==> src/rtl/gpio_port_pkg.sv <==
// Shared register map for the GPIO responder.
package gpio_port_pkg;

    localparam logic [1:0] GPIO_OUT   = 2'd0;
    localparam logic [1:0] GPIO_IN    = 2'd1;
    localparam logic [1:0] GPIO_EDGE  = 2'd2;
    localparam logic [1:0] GPIO_IRQEN = 2'd3;

endpackage

==> src/rtl/gpio_sync.sv <==
// Multi-bit flop-chain synchronizer for asynchronous input pins.
module gpio_sync #(
    parameter int WIDTH  = 32,
    parameter int STAGES = 2
) (
    input  logic             clk,
    input  logic             reset,
    input  logic [WIDTH-1:0] d,
    output logic [WIDTH-1:0] q
);

    logic [WIDTH-1:0] chain [STAGES];

    always_ff @(posedge clk or posedge reset) begin
        if (reset) begin
            for (int i = 0; i < STAGES; i++) chain[i] <= '0;
        end else begin
            chain[0] <= d;
            for (int i = 1; i < STAGES; i++) chain[i] <= chain[i-1];
        end
    end

    assign q = chain[STAGES-1];

endmodule

==> src/rtl/gpio_port.sv <==
// Memory-mapped GPIO responder: output latch, synchronized input, sticky
// rising-edge status with write-1-to-clear, and a masked level interrupt.
module gpio_port
    import gpio_port_pkg::*;
#(
    parameter int DATA_WIDTH  = 32,
    parameter int SYNC_STAGES = 2
) (
    input  logic                  clk,
    input  logic                  reset,
    input  logic                  sel,
    input  logic                  we,
    input  logic [1:0]            addr,
    input  logic [DATA_WIDTH-1:0] wdata,
    output logic [DATA_WIDTH-1:0] rdata,
    output logic                  rvalid,
    input  logic [DATA_WIDTH-1:0] gpio_in,
    output logic [DATA_WIDTH-1:0] gpio_out,
    output logic                  irq
);

    localparam int ARM_MAX = SYNC_STAGES + 1;
    localparam int ARM_W   = $clog2(ARM_MAX + 1);

    logic [DATA_WIDTH-1:0] out_reg, edge_reg, irqen_reg;
    logic [DATA_WIDTH-1:0] in_s, in_d;
    logic [DATA_WIDTH-1:0] rise, clr, edge_next, irqen_next, out_next, rd_mux;
    logic [ARM_W-1:0]      arm_cnt;
    logic                  armed, wr, rd;

    gpio_sync #(.WIDTH(DATA_WIDTH), .STAGES(SYNC_STAGES)) u_sync (
        .clk   (clk),
        .reset (reset),
        .d     (gpio_in),
        .q     (in_s)
    );

    assign wr    = sel & we;
    assign rd    = sel & ~we;
    // Edges are suppressed until the chain and in_d hold real pin history,
    // so pins already high at reset release do not look like rising edges.
    assign armed = (arm_cnt == ARM_W'(ARM_MAX));
    assign rise  = in_s & ~in_d & {DATA_WIDTH{armed}};

    always_comb begin
        clr        = '0;
        out_next   = out_reg;
        irqen_next = irqen_reg;
        if (wr) begin
            case (addr)
                GPIO_OUT:   out_next   = wdata;
                GPIO_EDGE:  clr        = wdata;
                GPIO_IRQEN: irqen_next = wdata;
                default:    ;
            endcase
        end
        // Set wins over a simultaneous clear on the same bit.
        edge_next = (edge_reg & ~clr) | rise;
    end

    always_comb begin
        rd_mux = '0;
        case (addr)
            GPIO_OUT:   rd_mux = out_reg;
            GPIO_IN:    rd_mux = in_s;
            GPIO_EDGE:  rd_mux = edge_reg;
            GPIO_IRQEN: rd_mux = irqen_reg;
            default:    rd_mux = '0;
        endcase
    end

    always_ff @(posedge clk or posedge reset) begin
        if (reset) begin
            out_reg   <= '0;
            edge_reg  <= '0;
            irqen_reg <= '0;
            in_d      <= '0;
            arm_cnt   <= '0;
            rdata     <= '0;
            rvalid    <= 1'b0;
            irq       <= 1'b0;
        end else begin
            out_reg   <= out_next;
            edge_reg  <= edge_next;
            irqen_reg <= irqen_next;
            in_d      <= in_s;
            if (!armed) arm_cnt <= arm_cnt + 1'b1;
            rvalid    <= rd;
            if (rd) rdata <= rd_mux;
            irq       <= |(edge_next & irqen_next);
        end
    end

    assign gpio_out = out_reg;

endmodule

==> config.mk <==
export PLATFORM = sky130hd
export DESIGN_NAME = gpio_port
export DESIGN_NICKNAME = d
export VERILOG_FILES = /design/src/rtl/gpio_port_pkg.sv /design/src/rtl/gpio_sync.sv /design/src/rtl/gpio_port.sv
export SDC_FILE = /design/constraint.sdc
export NUM_CORES = 1
export LEC_CHECK = 0
export CAP_MARGIN = 20
export CORE_ASPECT_RATIO = 1.5
export CORE_MARGIN = 8
export CORE_UTILIZATION = 29
export CTS_CLUSTER_SIZE = 10
export DETAILED_ROUTE_END_ITERATION = 7
export SLEW_MARGIN = 20
export SYNTH_ARGS = -nofsm -noshare
export SYNTH_HDL_FRONTEND = slang
export SYNTH_HIERARCHICAL = 1
export SYNTH_SLANG_ARGS = --single-unit
==> constraint.sdc <==
create_clock -name clk -period 7.2 [get_ports clk]
set_clock_uncertainty 0.05 [all_clocks]
set_input_delay 0.72 -clock clk [delete_from_list [all_inputs] [get_ports clk]]
set_output_delay 0.72 -clock clk [all_outputs]
set_load 0.05 [all_outputs]
==> flow_metrics.py, run 1 <==
metrics = {
    "finish": {
        "design_area_um2": 11100,
        "drive_above_1_share_pct": 22.0,
        "nets": 797,
        "post-route-util_pct": 36.9,
        "antenna_cells": 0,
        "syn_to_final_growth_pct": 25.8,
        "layout_common_cells": "dfrtp_1, clkdlybuf4s50_1, nand2_1",
        "final_common_cell": "dfrtp_1",
    },
    "synthesis": {
        "ys_types": 37,
        "postSynthAreaPerCell_um2": 14.4,
        "synth_cells": 611,
        "mappedNetlistNets": 682,
        "syn-cell-area_um2": 8810,
        "yosysSeqAreaShare_pct": 64.8,
        "yosys_warnings": 6,
        "synth-seq-cells": 228,
    },
    "clock_tree": {
        "cts_buffers": 27,
        "hold_buffers": 0,
        "path_clk_slew_ns": 0.05,
        "clockBufferDepth": 3,
        "htreeDepth": 1,
        "clock-sinks": 228,
        "cts_tree": "yes",
        "post_cts_resized": 0,
        "post_cts_buffers": 0,
        "clk_latency_ns": 0.51,
        "root_buffer": "clkbuf_16",
    },
    "worst_setup_path": {
        "cp-start-kind": "input pin",
        "rr_worst_depth": 7,
        "reg2reg_slack_ns": 4.00,
        "crit_start": "addr[0]",
        "crit_type": "input pin to flop",
        "r2r-start": "arm_cnt[0]",
        "reg2reg_to": "irq",
        "crit_fanout": 21,
        "cp-end-kind": "flop",
        "crit_arrival_ns": 4.31,
        "endpoint": "irq",
        "cp_data_required_time_ns": 7.53,
    },
    "floorplan": {
        "die_w_um": 158,
        "core_area_um2": 30100,
        "die_area_um2": 36300,
        "row_count": 78,
        "dieHeight_um": 229,
        "start_util_pct": 29.3,
        "ioPinCount": 136,
    },
    "global_route": {
        "grt_pass1_wl_um": 35400,
        "grt-ovfl-total": 0,
        "grt_max_degree": 84,
        "grt.total_usage_pct": 12.7,
        "antenna_found_initial": 0,
        "grt_pass1_vias": 5772,
    },
    "worst_hold_path": {
        "min_path_type": "flop to flop",
        "worstHoldStart": "u_sync/chain[57]",
    },
    "route": {
        "wirelength_um": 22800,
        "drc": 0,
        "firstDrtPassIters": 4,
        "drtIter0Drc": 208,
        "drt-vias-per-instance": 4.56,
        "wl_per_cell_um": 20.2,
        "postRouteAntennaNets": 0,
        "num_vias": 5152,
    },
    "placement": {
        "io_buffers": 135,
        "hpwl_um": 16000,
        "place_area_um2": 10400,
        "place_congestion": 0.788,
    },
    "timing": {
        "hold_viol_final": 0,
        "final.min_clock_period_ns": 3.97,
        "setup_tns_ns": 0,
        "worst_pin_slew_ns": 1.00,
        "maxSlewHeadroom_pct": 33.2,
        "rsz0062_at_grt": "no",
        "finalSetupViolations": 0,
        "finalMaxSlewViolations": 0,
        "max_freq_ghz": 0.252,
        "fin_crit_sh_pct": 55.2,
    },
    "pwr": {
        "vdd_drop_max_v": 0.000145,
        "p_leak_nw": 4.69,
        "power.total_mw": 3.55,
        "power_density_nw_per_um2": 321,
    },
    "run": {
        "max_cap_violations": 0,
    },
    "run_status": {
        "status": "finished clean",
    },
}
[cells by family (layout without fill, tap and decap cells)]
family                     Yosys count  in the layout  synth area share, %
xor gates and xnor gates             1              1               0.0994
adders and majority gates            1              1                0.142
DFF                                228            228                 64.8
buffers and inverters               77            197                 5.01
muxes                              109            109                 18.0
and+or+nand+nor                    145            145                 7.57
AOI/OAI and AO/OA                   50             50                 4.45
[layer usage]
layer  up-vias  global-route usage [%]  share of wire, %
met2       138                    22.3                52
met5         -                       0                 0
met1      2662                    15.0                39
li1       2320                       -                 -
met3        32                    3.03               6.5
met4         0                    3.46               2.2
[worst max-delay path: stages]
cell and delay [ns]:
buf_2 0.50, buf_4 0.48, and4_1 0.50, buf_4 0.35
mux2i_1 0.27, o22ai_1 0.09, a221o_1 0.29, or4_1 0.53
or4_1 0.53
[how the worst min path moves through the flow]
stage | cells after the start | endpoint | slack [ns]
after global routing | 0 | u_sync/q[19] | 0.30
after global placement | 0 | u_sync/q[19] | 0.28
after floorplan | 0 | u_sync/q[0] | 0.28
after detailed placement | 0 | u_sync/q[12] | 0.28
after CTS | 0 | u_sync/q[25] | 0.29
final | 0 | u_sync/q[25] | 0.29
[through the flow]
step                cells  hold slack, ns  setup WS, ns
detailed placement   1097           0.285          2.62
global placement     1097           0.284          2.71
floorplan             611           0.281          2.00
CTS                  1131           0.294          3.14
finish               1131           0.290          3.23
global route         1131           0.301          2.89
[cells in the mapped netlist (all sizes together)]
cell | instances | area [um2]
nand3 | 2 | 10.0
and3b | 5 | 43.8
dfrtp | 228 | 5710
nand3b | 1 | 7.51
ha | 1 | 12.5
o221ai | 5 | 43.8
mux2i | 4 | 40.0
o21ai | 8 | 40.0
and4b | 1 | 10.0
mux4 | 32 | 721
nand2b | 3 | 18.8
or4 | 2 | 15.0
mux2 | 73 | 822
nand2 | 108 | 405
and4 | 1 | 8.76
a32o | 2 | 20.0
nand4b | 1 | 23.8
inv | 19 | 71.3
nor2 | 5 | 18.8
nand4 | 4 | 31.3
a221o | 2 | 20.0
o22ai | 2 | 12.5
buf | 44 | 318
or2 | 8 | 50.1
o2bb2ai | 12 | 105
a21boi | 8 | 60.1
a211oi | 2 | 15.0
xnor2 | 1 | 8.76
a22oi | 7 | 52.6
nor2b | 3 | 18.8
clkbuf | 14 | 52.6
nor3 | 1 | 5.00
o221a | 2 | 22.5
[report_power, final]
group | switching, mW | total, mW | internal, mW
Clock | 0.482 | 1.15 | 0.668
Sequential | 0.109 | 1.55 | 1.44
Combinational | 0.512 | 0.850 | 0.337
Total | 1.10 | 3.55 | 2.45
[area by class of cell]
cell class / count / area [um2]
Inverter: 19 / 77.6
Clock buffer: 33 / 698
Tap cell: 400 / 500
Multi-Input combinational cell: 306 / 2680
Timing Repair Buffer: 144 / 1410
Clock inverter: 1 / 8.76
Fill cell: 2943 / 19000
Sequential cell: 228 / 5710
Note: power is estimated with default switching activity, not from simulation.
==> inputs of run 2 (changes only) <==
==> constraint.sdc (replaced) <==
create_clock -name clk -period 3.5 [get_ports clk]
set_clock_uncertainty 0.05 [all_clocks]
set_input_delay 0.35 -clock clk [delete_from_list [all_inputs] [get_ports clk]]
set_output_delay 0.35 -clock clk [all_outputs]
set_load 0.05 [all_outputs]
==> run 2 against run 1 <==
Compared with the run above: sequential cell count is the same; non-clock buffer count rose by 10; global-route usage rose by 0.35 points; combinational power is 110% higher; sequential power rose by 110%; clock power up 110%; via count is 1.7% higher; power rose by 110%; first-iteration DRC count up 15%; final area increased by 1.1%; setup slack lost 2.6 ns; register-to-register slack worse by 3.4 ns; critical endpoint unchanged; largest power group unchanged.
==> flow_metrics.py, run 2 (synthesized netlist as in run 1, its figures left out) <==
metrics = {
    "run_status": {
        "status": "finished clean",
    },
    "placement": {
        "place_congestion": 0.787,
        "place_area_um2": 10500,
        "hpwl_um": 16300,
        "io_buffers": 135,
    },
    "route": {
        "drtIter0Drc": 240,
        "postRouteAntennaNets": 0,
        "wirelength_um": 23100,
        "firstDrtPassIters": 4,
        "drc": 0,
        "wl_per_cell_um": 20.3,
        "drt-vias-per-instance": 4.60,
        "num_vias": 5240,
    },
    "worst_hold_path": {
        "hold_depth": 1,
        "holdPathEnd": "u_sync/chain[44]",
        "worstHoldStart": "gpio_in[12]",
        "min_path_type": "input pin to flop",
    },
    "worst_setup_path": {
        "path_common_cell": "or4_1",
        "crit_type": "flop to flop",
        "r2r-start": "arm_cnt[0]",
        "crit_fanout": 9,
        "cp-end-kind": "flop",
        "slowest_delay_ns": 0.53,
        "rr_worst_depth": 7,
        "crit_arrival_ns": 3.18,
        "cp_data_required_time_ns": 3.83,
        "reg2reg_slack_ns": 0.65,
        "cp_slowest_cell": "or4_1",
        "cp_cell_sequence": "ha_2 -> and3b_1 -> a211oi_1 -> o22ai_1 -> a221o_1 -> or4_1 -> or4_1",
        "reg2reg_to": "irq",
        "cp-start-kind": "flop",
    },
    "global_route": {
        "grt_pass1_wl_um": 36100,
        "antenna_found_initial": 3,
        "grt.total_usage_pct": 13.0,
        "grt-ovfl-total": 0,
        "grt_pass1_vias": 5808,
        "grt_max_degree": 93,
    },
    "pwr": {
        "power.total_mw": 7.38,
        "p_leak_nw": 4.76,
        "vdd_drop_max_v": 0.000264,
        "power_density_nw_per_um2": 659,
    },
    "timing": {
        "finalMaxSlewViolations": 0,
        "worst_pin_slew_ns": 0.694,
        "setup_tns_ns": 0,
        "finalSetupViolations": 0,
        "hold_viol_final": 0,
        "rsz0062_at_grt": "no",
        "maxSlewHeadroom_pct": 53.8,
        "final.min_clock_period_ns": 2.85,
        "holdWs_ns": 0.223,
        "max_freq_ghz": 0.351,
        "fin_crit_sh_pct": 81.5,
    },
    "finish": {
        "final.fill_count": 2975,
        "drive_above_1_share_pct": 23.4,
        "antenna_cells": 0,
        "layout_common_cells": "dfrtp_1, clkdlybuf4s50_1, nand2_1",
        "post-route-util_pct": 37.3,
        "nets": 807,
        "design_area_um2": 11200,
        "syn_to_final_growth_pct": 27.1,
        "final_common_cell": "dfrtp_1",
    },
    "floorplan": {
        "dieHeight_um": 229,
        "core_area_um2": 30100,
        "row_count": 78,
        "start_util_pct": 29.3,
        "ioPinCount": 136,
        "die_area_um2": 36300,
        "die_w_um": 158,
    },
    "clock_tree": {
        "cts_tree": "yes",
        "cts_buffers": 27,
        "htreeDepth": 1,
        "clk_latency_ns": 0.51,
        "root_buffer": "clkbuf_16",
        "hold_buffers": 0,
        "post_cts_resized": 0,
        "clockBufferDepth": 3,
        "clock-sinks": 228,
        "path_clk_slew_ns": 0.05,
        "post_cts_buffers": 0,
    },
    "run": {
        "max_cap_violations": 0,
    },
}
## run 2: how the worst max path moves through the flow
| stage | start | endpoint | slack, ns | depth (start not counted) |
|---|---|---|---|---|
| 2_1_floorplan | arm_cnt[0] | irq | 0.91 | 7 |
| 4_1_cts | arm_cnt[0] | irq | 0.65 | 7 |
| 3_5_place_dp | sel | irq | 0.23 | 8 |
| 5_1_grt | arm_cnt[0] | irq | 0.50 | 7 |
| 6_report | arm_cnt[0] | irq | 0.65 | 7 |
| 3_3_place_gp | sel | irq | 0.28 | 8 |
## run 2: report_power, final
part	total, mW	switching [mW]	leakage, nW	internal, mW
logic	1.76	1.06	1.80	0.701
clock network	2.43	0.982	0.355	1.45
registers	3.18	0.212	2.60	2.97
## run 2: layout make-up
type	count	area (um2)	share of cell area [%]
inverters	19	77.6	0.693
well taps	400	500	4.47
clock buffers	29	693	6.19
multi-input cells	306	2680	23.9
clock inverters	2	37.5	0.335
flip-flops and latches	228	5710	50.9
repair buffers	154	1510	13.5
## run 2: critical path: cells and delay by family (launching register included)
| family | cells | cell delay (ns) |
|---|---|---|
| AND/OR/NAND/NOR | 3 | 1.25 |
| AO/OA/AOI/OAI | 3 | 0.75 |
| flip-flops | 1 | 0.39 |
| adder cells (fa/ha/maj) | 1 | 0.28 |
## run 2: through the flow
step / setup WS (ns) / std cells
floorplan: 0.909 / 611
global placement: 0.277 / 1107
detailed placement: 0.234 / 1107
CTS: 0.647 / 1138
global route: 0.498 / 1138
finish: 0.647 / 1138
## run 2: per-layer routing
layer | vias to the layer above | track usage [%] | part of all wire, %
met5 | - | 0 | 0.15
met4 | 6 | 3.58 | 2.1
met3 | 42 | 3.36 | 7.0
met2 | 168 | 22.0 | 51
met1 | 2680 | 16.1 | 40
li1 | 2344 | - | -
